`config.mk`:
```
export PLATFORM = sky130hd
export DESIGN_NAME = bsg_dff_en_rr_share
export DESIGN_NICKNAME = d
export VERILOG_FILES = /design/src/rtl/bsg_dff_en_rr_share_pkg.sv /design/src/rtl/bsg_dff_en.sv /design/src/rtl/bsg_dff_en_rr_share_arb.sv /design/src/rtl/bsg_dff_en_rr_share.sv
export SDC_FILE = /design/constraint.sdc
export NUM_CORES = 1
export LEC_CHECK = 0
export ABC_AREA = 0
export CAP_MARGIN = 20
export CORE_MARGIN = 4
export CORE_UTILIZATION = 37
export DETAILED_ROUTE_END_ITERATION = 6
export GPL_TIMING_DRIVEN = 0
export PLACE_DENSITY = 0.85
export SLEW_MARGIN = 20
export SYNTH_ARGS = -nofsm -noshare
export SYNTH_HDL_FRONTEND = slang
export SYNTH_SLANG_ARGS = --single-unit
```
`constraint.sdc`:
```
create_clock -name clk_i -period 4.57 [get_ports clk_i]
set_clock_uncertainty 0.05 [all_clocks]
set_input_delay 0.457 -clock clk_i [delete_from_list [all_inputs] [get_ports clk_i]]
set_output_delay 0.457 -clock clk_i [all_outputs]
set_load 0.02 [all_outputs]
```
`src/rtl/bsg_dff_en_rr_share_pkg.sv`:
```
// Shared types and helpers for the round-robin shared enable-register stage.
// Optional burst locking is enabled with BSG_DFF_EN_RR_SHARE_LOCK_EN.
package bsg_dff_en_rr_share_pkg;

   localparam int max_req_lp = 16;

   // Pointer/tag index wide enough for the largest legal requester count.
   typedef logic [$clog2(max_req_lp)-1:0] rr_idx_t;

   function automatic int tag_width(input int n);
      return (n > 1) ? $clog2(n) : 1;
   endfunction

endpackage

```
`src/rtl/bsg_dff_en.sv`:
```
// Enable flop: captures data_i on rising edges where en_i is high.
module bsg_dff_en #(
   parameter int width_p = 16
) (
   input  logic               clk_i,
   input  logic               en_i,
   input  logic [width_p-1:0] data_i,
   output logic [width_p-1:0] data_o
);

   // NOTE: datapath register has no reset; its contents are qualified by a separate valid flop.
   always_ff @(posedge clk_i) begin
      if (en_i)
         data_o <= data_i;
   end

endmodule

```
`src/rtl/bsg_dff_en_rr_share_arb.sv`:
```
// Rotating-priority arbiter with its priority pointer; optional lock holds the last winner.
module bsg_dff_en_rr_share_arb
   import bsg_dff_en_rr_share_pkg::*;
#(
   parameter int num_req_p    = 4,
   parameter int tag_width_lp = tag_width(num_req_p)
) (
   input  logic                    clk_i,
   input  logic                    reset_i,
   input  logic [num_req_p-1:0]    reqs,
   input  logic                    ready,
   input  logic                    lock,
   input  logic [tag_width_lp-1:0] lock_idx,
   output logic [num_req_p-1:0]    grant,
   output logic [tag_width_lp-1:0] idx
);

   rr_idx_t ptr_r;
   logic    found;
   logic    locked_pick;
   int      cand;
   int      ptr_next;

   // NOTE: every combinational output gets a default first so no path leaves it unassigned (no latch).
   always_comb begin
      found       = 1'b0;
      locked_pick = 1'b0;
      idx         = '0;
      cand        = 0;
      for (int i = 0; i < num_req_p; i++) begin
         cand = int'(ptr_r) + i;
         if (cand >= num_req_p)
            cand = cand - num_req_p;
         if (!found && reqs[cand]) begin
            found = 1'b1;
            idx   = tag_width_lp'(cand);
         end
      end
      // A locked burst overrides the rotation only while its owner keeps requesting.
      if (lock && (int'(lock_idx) < num_req_p) && reqs[lock_idx]) begin
         found       = 1'b1;
         locked_pick = 1'b1;
         idx         = lock_idx;
      end
      grant = '0;
      if (found && ready && !reset_i)
         grant = num_req_p'(1) << idx;
   end

   always_comb begin
      ptr_next = int'(idx) + 1;
      if (ptr_next >= num_req_p)
         ptr_next = 0;
   end

   // NOTE: sequential state uses non-blocking assignments so all flops update together.
   always_ff @(posedge clk_i) begin
      if (reset_i)
         ptr_r <= '0;
      else if ((|grant) && !locked_pick)
         ptr_r <= rr_idx_t'(ptr_next);
   end

endmodule

```
`src/rtl/bsg_dff_en_rr_share.sv`:
```
// Round-robin shares one bsg_dff_en stage between num_req_p requesters.
// Define BSG_DFF_EN_RR_SHARE_LOCK_EN to add lock_i for multi-word bursts.
module bsg_dff_en_rr_share
   import bsg_dff_en_rr_share_pkg::*;
#(
   parameter  int width_p      = 16,
   parameter  int num_req_p    = 4,
   localparam int tag_width_lp = tag_width(num_req_p)
) (
   input  logic                           clk_i,
   input  logic                           reset_i,
   input  logic [num_req_p-1:0]           v_i,
   input  logic [num_req_p*width_p-1:0]   data_i,
   output logic [num_req_p-1:0]           yumi_o,
`ifdef BSG_DFF_EN_RR_SHARE_LOCK_EN
   input  logic                           lock_i,
`endif
   output logic                           v_o,
   output logic [width_p-1:0]             data_o,
   output logic [tag_width_lp-1:0]        tag_o,
   input  logic                           yumi_i
);

   logic                    drain;
   logic                    ready;
   logic                    en;
   logic                    lock;
   logic [tag_width_lp-1:0] win_idx;
   logic [width_p-1:0]      win_data;

`ifdef BSG_DFF_EN_RR_SHARE_LOCK_EN
   assign lock = lock_i;
`else
   assign lock = 1'b0;
`endif

   // A drain request with nothing held is ignored.
   assign drain = yumi_i & v_o;
   assign ready = ~v_o | drain;
   assign en    = |yumi_o;

   bsg_dff_en_rr_share_arb #(
      .num_req_p    (num_req_p),
      .tag_width_lp (tag_width_lp)
   ) arb (
      .clk_i    (clk_i),
      .reset_i  (reset_i),
      .reqs     (v_i),
      .ready    (ready),
      .lock     (lock),
      .lock_idx (tag_o),
      .grant    (yumi_o),
      .idx      (win_idx)
   );

   always_comb begin
      win_data = '0;
      for (int k = 0; k < num_req_p; k++) begin
         if (yumi_o[k])
            win_data = win_data | data_i[k*width_p +: width_p];
      end
   end

   always_ff @(posedge clk_i) begin
      if (reset_i) begin
         v_o   <= 1'b0;
         tag_o <= '0;
      end else if (en) begin
         v_o   <= 1'b1;
         tag_o <= win_idx;
      end else if (drain) begin
         v_o   <= 1'b0;
      end
   end

   bsg_dff_en #(
      .width_p (width_p)
   ) data_reg (
      .clk_i  (clk_i),
      .en_i   (en),
      .data_i (win_data),
      .data_o (data_o)
   );

`ifndef SYNTHESIS
   yumi_without_valid: assert property (@(posedge clk_i) disable iff (reset_i) !(yumi_i && !v_o));
`endif

endmodule

```
==> results.cfg, run 1 <==
[run_status]
outcome = completed

[routing]
drt_drc_violations_left = 0
detailedRoute.firstPassIterationCount = 4
initialDrtViolationCount = 92
via_count = 1399
antenna_left = 0
avgViaCountPerCell = 5.26
routedWlPerCell_um = 18.5
detail_route.wirelength_um = 4930

[setup_path]
worstPathMaxFanout = 10
crit_chain = clkdlybuf4s50_1 > a21boi_0 > o22ai_1 > or2_2 > inv_1 > ha_1 > buf_6 > clkbuf_1 > inv_1 > nor2_1 > clkdlybuf4s50_1
top_cell_family_by_delay_on_the_critical_path = buffers and inverters
cp_data_arrival_time_ps = 3370
critical-path-slowest-cell = sky130_fd_sc_hd__clkdlybuf4s50_1
path_class = input pin to primary output
category_of_the_worst_setup_path_capture_point = primary output
crit_path_max_incr_delay_ps = 620
cp_data_required_time_ps = 4060
worstPathBufferInverterCount = 6
worst_setup_path_start_kind = input pin

[cts]
post_cts.resized_instances = 0
tritoncts.num_buffers = 3
cts.reportedPaths.clkPinSlew_ps = 120
cts_hold_buffers = 0
ctsLongestPathBuffers = 2
post_cts.repair.setup_buffers = 0
ctsRootBufferMaster = sky130_fd_sc_hd__clkbuf_4
clkLatencyLatePin_ps = 300
cts_max_level = 1
cts_sinks = 21
tritoncts = yes

[final_layout]
layout.filler_cells = 253
n_antenna_cell = 0
postLayoutCoreUtil = 0.690
layout_nets = 296
drive_gt1_frac = 0.0818
multi_input_comb_area_um2 = 622
layout_commonest_cell = sky130_fd_sc_hd__clkdlybuf4s50_1
sequential_cell_area_um2 = 581
layout-area-overhead-vs-synth_pct = 78.2
highest_count_cells_in_the_layout_ignoring_fill_and_taps = sky130_fd_sc_hd__clkdlybuf4s50_1 (93), sky130_fd_sc_hd__a22oi_1 (32), sky130_fd_sc_hd__a21oi_1 (19)
stdcell_count = 266
final_cell_area_um2 = 2340

[power]
p_leak_nw = 0.818
pwr_density_cell_nw_per_um2 = 289
ir_drop_mv = 0.134

[logic_synthesis]
postSynthAreaPerCell_um2 = 10.8
ys.warnings.count = 0
ys_async_sr_fraction = 0
postSynthRegisterBits = 21
syn-cell-area_um2 = 1310
synth_nets = 197
synth_seq_area_share = 0.442
main_synth_ff_type = sky130_fd_sc_hd__edfxtp_1
yosysUniqueCellTypes = 25
cell_count_after_synthesis = 122
synth_edf_count = 16

[floorplan]
std_cell_rows = 21
floorplan.io_pins = 94
floorplan.initialDensity = 0.387
die-width_um = 67.6
design.core.area_um2 = 3390
floorplan.die_area_um2 = 4560
floorplan.die.height_um = 67.6

[global_route]
gr-total-overflow = 0
grt_start_max_net_pins = 12
grt.total_usage = 0.213
grt_pass1_wl_um = 7190
first_global_vias = 1387
number_of_antenna_violations_at_the_first_check_in_global_routing = 0

[sta]
max_slew_margin = 0.482
slew_violations = 0
tightestPinTransition_ps = 771
timing.fmax_ghz = 0.258
final_report_hold_violation_count = 0
unrepaired_setup_endpoints_after_global_routing = no
final.period_utilization = 0.849
setup-tns-final_ps = 0
timing.final.setup_violations = 0
final.min_clock_period_ps = 3880

[placement]
detailed_place_hpwl_um = 3970
placedInstanceArea_um2 = 2310
port_buffers = 93
dp.cells = 262
gp_congestion = 0.796

[job]
drv_cap = 0

[hold_path]
hp-class = flip-flop to flip-flop
-- path summary, 6_finish.rpt --
path                            slack (ps)                   endpoint                 startpoint  depth (start not counted)
worst min register to register         430      tag_o[0]$_SDFFE_PP0P_      tag_o[0]$_SDFFE_PP0P_                          2
worst min-delay path                   430      tag_o[0]$_SDFFE_PP0P_      tag_o[0]$_SDFFE_PP0P_                          2
worst max register to register        1530  arb.ptr_r[1]$_SDFFE_PP0P_  arb.ptr_r[1]$_SDFFE_PP0P_                         12
worst max-delay path                   690                  yumi_o[3]                     v_i[1]                         11
-- layer usage --
layer  part of all wire  track usage  vias up
met5                  0            0        -
met4              0.019       0.0835        0
met3               0.13       0.0715       11
met2               0.45        0.357       72
met1               0.39        0.247      643
li1                   -            -      673
-- sequential cells by signal, summed over array words and instances, names as in the netlist --
register,count
v_o,1
data_reg.data_o,16
tag_o,2
arb.ptr_r,2
-- Yosys cell counts, drive strengths merged, types with 2 or more instances --
cell type / instances / area [µm²]
a22oi: 32 / 240
o22ai: 2 / 12.5
buf: 6 / 63.8
edfxtp: 16 / 480
inv: 7 / 26.3
nor4: 4 / 85.1
a21oi: 19 / 95.1
nor2: 9 / 33.8
mux2i: 2 / 20.0
ha: 4 / 50.1
dfxtp: 5 / 100
clkbuf: 5 / 20.0
-- cell families after synthesis --
group	Yosys count	share of synthesized area
buf+inv	18	0.0839
simple gates	19	0.123
flops	21	0.442
compound gates	58	0.297
fa+ha+maj	4	0.0381
mux	2	0.0153
-- area by class of cell --
cell class | count | area share
timing repair buffer | 94 | 0.403
inverter | 7 | 0.0112
clock buffer | 4 | 0.0112
buffer | 11 | 0.0358
multi-input combinational | 83 | 0.266
tap | 46 | 0.0246
sequential | 21 | 0.248
-- through the flow --
stage                     setup slack (ps)  power (mW)  hold slack [ps]
after global placement                 732       0.581              405
after detailed placement               689       0.591              414
final                                  690       0.676              428
after global routing                   364       0.714              448
after CTS                              685       0.677              432
after floorplan                       1810       0.433              431
-- power breakdown --
part / total (mW) / internal, mW / switching (mW)
combinational: 0.335 / 0.168 / 0.166
clock: 0.0899 / 0.0340 / 0.0559
sequential: 0.251 / 0.242 / 0.00930
total: 0.676 / 0.445 / 0.231
-- worst min-delay path: cells and delay by family (launching register included) --
family           cells  cell delay [ps]
AO/OA/AOI/OAI        1               60
AND/OR/NAND/NOR      1               60
flip-flops           1              330
Note: power is estimated with default switching activity, not from simulation.
==> run 2: changes to the inputs <==
- CORE_UTILIZATION: 37 -> 35
- PLACE_DENSITY: 0.85 -> 0.81
- clock period: 4.57 -> 3.8 ns (I/O delays scaled with it)
==> results.cfg, run 2 (synthesized netlist as in run 1, its figures left out) <==
[routing]
via_count = 1356
detailedRoute.firstPassIterationCount = 4
antenna_left = 0
detail_route.wirelength_um = 4650
drt_drc_violations_left = 0
avgViaCountPerCell = 5.16
routedWlPerCell_um = 17.7
initialDrtViolationCount = 92

[setup_path]
top_cell_family_by_delay_on_the_critical_path = buffers and inverters
cp_data_arrival_time_ps = 3100
critical-path-slowest-cell = sky130_fd_sc_hd__clkdlybuf4s50_1
worstPathBufferInverterCount = 5
category_of_the_worst_setup_path_capture_point = primary output
worstPathMaxFanout = 10
cp_common_cell = sky130_fd_sc_hd__clkdlybuf4s50_1
crit_chain = clkdlybuf4s50_1 > a21oi_1 > o21a_1 > o22ai_1 > ha_1 > buf_6 > clkbuf_1 > inv_1 > nor2_1 > clkdlybuf4s50_1
path_class = input pin to primary output
cp_data_required_time_ps = 3370
worst_setup_path_start_kind = input pin
crit_path_max_incr_delay_ps = 610

[sta]
final.period_utilization = 0.928
hold_slack_ps = 436
slew_violations = 0
final.min_clock_period_ps = 3530
max_slew_margin = 0.552
timing.fmax_ghz = 0.284
tightestPinTransition_ps = 667
post_layout_worst_setup_margin_ps = 274
timing.final.setup_violations = 0
unrepaired_setup_endpoints_after_global_routing = no
final_report_hold_violation_count = 0

[power]
combinational_group_share_of_total_power = 0.473
pwr_density_cell_nw_per_um2 = 358
power.share.switching = 0.327
net-switching-power_mw = 0.274
p_seq_frac = 0.360
power.share.clock = 0.168
p_leak_nw = 0.824
power.internal_mw = 0.565
ir_drop_mv = 0.162

[cts]
post_cts.resized_instances = 0
ctsLongestPathBuffers = 2
cts.reportedPaths.clkPinSlew_ps = 70
cts_hold_buffers = 0
tritoncts = yes
cts_max_level = 1
tritoncts.num_buffers = 3
cts_sinks = 21
ctsRootBufferMaster = sky130_fd_sc_hd__clkbuf_8
clkLatencyLatePin_ps = 250
post_cts.repair.setup_buffers = 0

[floorplan]
design.core.area_um2 = 3470
die-width_um = 69.2
floorplan.die_area_um2 = 4790
floorplan.initialDensity = 0.378
floorplan.io_pins = 94
floorplan.die.height_um = 69.2
std_cell_rows = 21

[final_layout]
layout_commonest_cell = sky130_fd_sc_hd__clkdlybuf4s50_1
drive_gt1_frac = 0.0876
highest_count_cells_in_the_layout_ignoring_fill_and_taps = sky130_fd_sc_hd__clkdlybuf4s50_1 (93), sky130_fd_sc_hd__a22oi_1 (32), sky130_fd_sc_hd__a21oi_1 (19)
top_regs = data_reg.data_o (16), arb.ptr_r (2), tag_o (2)
layout.filler_cells = 294
layout-area-overhead-vs-synth_pct = 78.8
n_antenna_cell = 0
top_register = data_reg.data_o
largest_register_ffs = 16
layout_nets = 293

[placement]
detailed_place_hpwl_um = 3880
port_buffers = 93
gp_congestion = 0.831
pre_cts_ws_ps = -0.204

[hold_path]
hp-class = flip-flop to flip-flop

[global_route]
first_global_vias = 1463
grt_pass1_wl_um = 7840
grt_start_max_net_pins = 19
gr-total-overflow = 0
number_of_antenna_violations_at_the_first_check_in_global_routing = 0
grt.total_usage = 0.201

[run_status]
outcome = completed

[job]
drv_cap = 0
-- run 2: cell count changes in the layout (fill, tap and decap cells not counted) --
cell	previous run	this run
sky130_fd_sc_hd__clkbuf_1	5	1
sky130_fd_sc_hd__clkbuf_4	3	0
sky130_fd_sc_hd__clkbuf_8	0	3
sky130_fd_sc_hd__clkinv_2	0	1
-- run 2: worst paths after layout --
kind / start / endpoint / slack (ps) / depth (start not counted)
hold reg to reg: tag_o[0]$_SDFFE_PP0P_ / tag_o[0]$_SDFFE_PP0P_ / 440 / 2
hold / removal: tag_o[0]$_SDFFE_PP0P_ / tag_o[0]$_SDFFE_PP0P_ / 440 / 2
setup / recovery: v_i[0] / yumi_o[0] / 270 / 10
setup reg to reg: arb.ptr_r[1]$_SDFFE_PP0P_ / data_reg.data_o[4]$_DFFE_PP_ / 860 / 10
-- run 2: final cells by class --
class                      instances  area [µm²]  share of cell area
buffer                             8        72.6              0.0309
clock buffer                       3        41.3              0.0176
clock inverter                     1        5.00             0.00213
inverter                           7        26.3              0.0112
multi-input combinational         83         622               0.265
sequential                        21         581               0.247
tap                               46        57.6              0.0245
timing repair buffer              94         942               0.401
-- run 2: power groups by stage --
stage	clock network (mW)	registers, mW	logic [mW]
detailed placement	0	0.308	0.404
global route	0.152	0.305	0.432
global placement	0	0.306	0.393
CTS	0.146	0.303	0.403
finish	0.141	0.302	0.397
floorplan	0	0.345	0.176
-- run 2: through the flow --
step	cell area (µm²)	instances	power, mW	setup TNS [ps]	utilization
2_1_floorplan	1310	122	0.521	0	-
3_3_place_gp	2300	261	0.699	0	0.663
3_5_place_dp	2310	262	0.712	-0.204	0.667
4_1_cts	2350	265	0.852	0	0.679
5_1_grt	2350	263	0.889	0	0.677
6_report	2350	263	0.840	0	0.677
-- run 2: worst reg2reg max path, cell delays in order (launching register included) --
cell,delay (ps)
sky130_fd_sc_hd__dfxtp_1,320
sky130_fd_sc_hd__clkbuf_2,180
sky130_fd_sc_hd__mux2i_1,190
sky130_fd_sc_hd__o22ai_1,130
sky130_fd_sc_hd__or2_2,330
sky130_fd_sc_hd__inv_1,90
sky130_fd_sc_hd__ha_1,150
sky130_fd_sc_hd__buf_4,240
sky130_fd_sc_hd__nor4_4,90
sky130_fd_sc_hd__nor4_4,630
sky130_fd_sc_hd__buf_6,250
-- run 2: layer usage --
| layer | GRT usage | share of wire | wire length (µm) | vias up |
|---|---|---|---|---|
| li1 | - | - | - | 664 |
| met1 | 0.250 | 0.41 | 1920 | 623 |
| met2 | 0.332 | 0.47 | 2200 | 65 |
| met3 | 0.0696 | 0.11 | 488 | 4 |
| met4 | 0.0521 | 0.0075 | 35 | 0 |
| met5 | 0 | 0 | 0 | - |
==> run 3: changes to the inputs <==
- CORE_MARGIN: 4 -> default
- CTS_CLUSTER_SIZE: default -> 30
==> results.cfg, run 3 (synthesized netlist as in run 1, its figures left out) <==
[run_status]
outcome = completed

[final_layout]
final_cell_area_um2 = 2350
drive_gt1_frac = 0.0872
largest_register_ffs = 16
stdcell_count = 264
layout-area-overhead-vs-synth_pct = 79.1
layout_commonest_cell = sky130_fd_sc_hd__clkdlybuf4s50_1
top_register = data_reg.data_o
n_antenna_cell = 0
layout.filler_cells = 271
postLayoutCoreUtil = 0.678
layout_nets = 294
highest_count_cells_in_the_layout_ignoring_fill_and_taps = sky130_fd_sc_hd__clkdlybuf4s50_1 (93), sky130_fd_sc_hd__a22oi_1 (32), sky130_fd_sc_hd__a21oi_1 (19)
top_regs = data_reg.data_o (16), arb.ptr_r (2), tag_o (2)

[sta]
unrepaired_setup_endpoints_after_global_routing = no
final.min_clock_period_ps = 3570
timing.fmax_ghz = 0.280
hold_slack_ps = 434
final.period_utilization = 0.939
max_slew_margin = 0.483
setup-tns-final_ps = 0
post_layout_worst_setup_margin_ps = 233
slew_violations = 0
final_report_hold_violation_count = 0
timing.final.setup_violations = 0
tightestPinTransition_ps = 769

[global_route]
grt_start_max_net_pins = 13
first_global_vias = 1378
grt_pass1_wl_um = 7060
gr-total-overflow = 0
grt.total_usage = 0.230
number_of_antenna_violations_at_the_first_check_in_global_routing = 0

[power]
ir_drop_mv = 0.185
net-switching-power_mw = 0.280
power.share.clock = 0.171
p_seq_frac = 0.356
combinational_group_share_of_total_power = 0.473
power.share.switching = 0.331
pwr_density_cell_nw_per_um2 = 360
total_power_mw = 0.846
p_leak_nw = 0.826
power.internal_mw = 0.566

[routing]
avgViaCountPerCell = 5.28
via_count = 1394
detailedRoute.firstPassIterationCount = 4
initialDrtViolationCount = 143
routedWlPerCell_um = 17.3
detail_route.wirelength_um = 4560
drt_drc_violations_left = 0
antenna_left = 0

[cts]
clkLatencyLatePin_ps = 260
cts_max_level = 1
cts_sinks = 21
tritoncts = yes
tritoncts.num_buffers = 3
post_cts.resized_instances = 0
ctsLongestPathBuffers = 2
ctsRootBufferMaster = sky130_fd_sc_hd__clkbuf_8
post_cts.repair.setup_buffers = 0
cts.reportedPaths.clkPinSlew_ps = 70

[floorplan]
die-width_um = 63.2
floorplan.io_pins = 94
std_cell_rows = 21
floorplan.die.height_um = 63.2
floorplan.initialDensity = 0.378
design.core.area_um2 = 3470
floorplan.die_area_um2 = 4000

[placement]
dp.cells = 262
pre_cts_ws_ps = 85.0
placedInstanceArea_um2 = 2310
port_buffers = 93
detailed_place_hpwl_um = 3640
gp_congestion = 0.849

[setup_path]
cp_common_cell = sky130_fd_sc_hd__clkdlybuf4s50_1
cp_data_required_time_ps = 3370
category_of_the_worst_setup_path_capture_point = primary output
cp_data_arrival_time_ps = 3140
critical-path-slowest-cell = sky130_fd_sc_hd__clkdlybuf4s50_1
path_class = input pin to primary output
worst_setup_path_start_kind = input pin
crit_path_max_incr_delay_ps = 610
crit_chain = clkdlybuf4s50_1 > a21oi_1 > o21a_1 > o22ai_1 > ha_1 > buf_6 > clkbuf_1 > inv_1 > nor2_1 > clkdlybuf4s50_1
worstPathMaxFanout = 10

[job]
drv_cap = 0

[hold_path]
hp-class = flip-flop to flip-flop
-- run 3: cell count changes in the layout (fill, tap and decap cells not counted), sizes merged --
cell    previous run  this run
clkbuf             5         6
-- run 3: final timing paths --
| kind | startpoint | endpoint | slack (ps) | depth (start not counted) |
|---|---|---|---|---|
| worst max-delay path | v_i[0] | yumi_o[0] | 230 | 10 |
| worst min-delay path | tag_o[0]$_SDFFE_PP0P_ | tag_o[0]$_SDFFE_PP0P_ | 430 | 2 |
| worst max register to register | arb.ptr_r[1]$_SDFFE_PP0P_ | data_reg.data_o[12]$_DFFE_PP_ | 780 | 10 |
| worst min register to register | tag_o[0]$_SDFFE_PP0P_ | tag_o[0]$_SDFFE_PP0P_ | 430 | 2 |
-- run 3: what timing repair did --
action / 4_1_cts / 5_1_grt
hold endpoints to repair: 0 / 0
setup endpoints to repair: 0 / 2
hold buffers: 0 / 0
-- run 3: metal layers --
metal	global-route usage	routed length, µm
met1	0.285	1910
met5	0	0
met4	0.0568	52
met3	0.0670	413
met2	0.391	2180
-- run 3: power by group through the flow --
stage	registers (mW)	logic, mW	clock network (mW)
floorplan	0.345	0.176	0
global placement	0.307	0.390	0
detailed placement	0.307	0.405	0
CTS	0.302	0.407	0.148
global route	0.305	0.428	0.160
finish	0.301	0.401	0.144
-- run 3: area by class of cell --
type	instances	area, µm²	area share
repair buffers	94	942	0.401
clock inverters	1	5.00	0.00213
flip-flops and latches	21	581	0.247
clock buffers	3	41.3	0.0176
well taps	46	57.6	0.0245
multi-input cells	83	622	0.265
inverters	7	26.3	0.0112
plain buffers	9	76.3	0.0325
-- run 3: critical path: cells and delay by family --
family	cells	cell delay [ps]
compound gates	3	570
fa+ha+maj	1	230
buf+inv	5	1820
simple gates	1	130
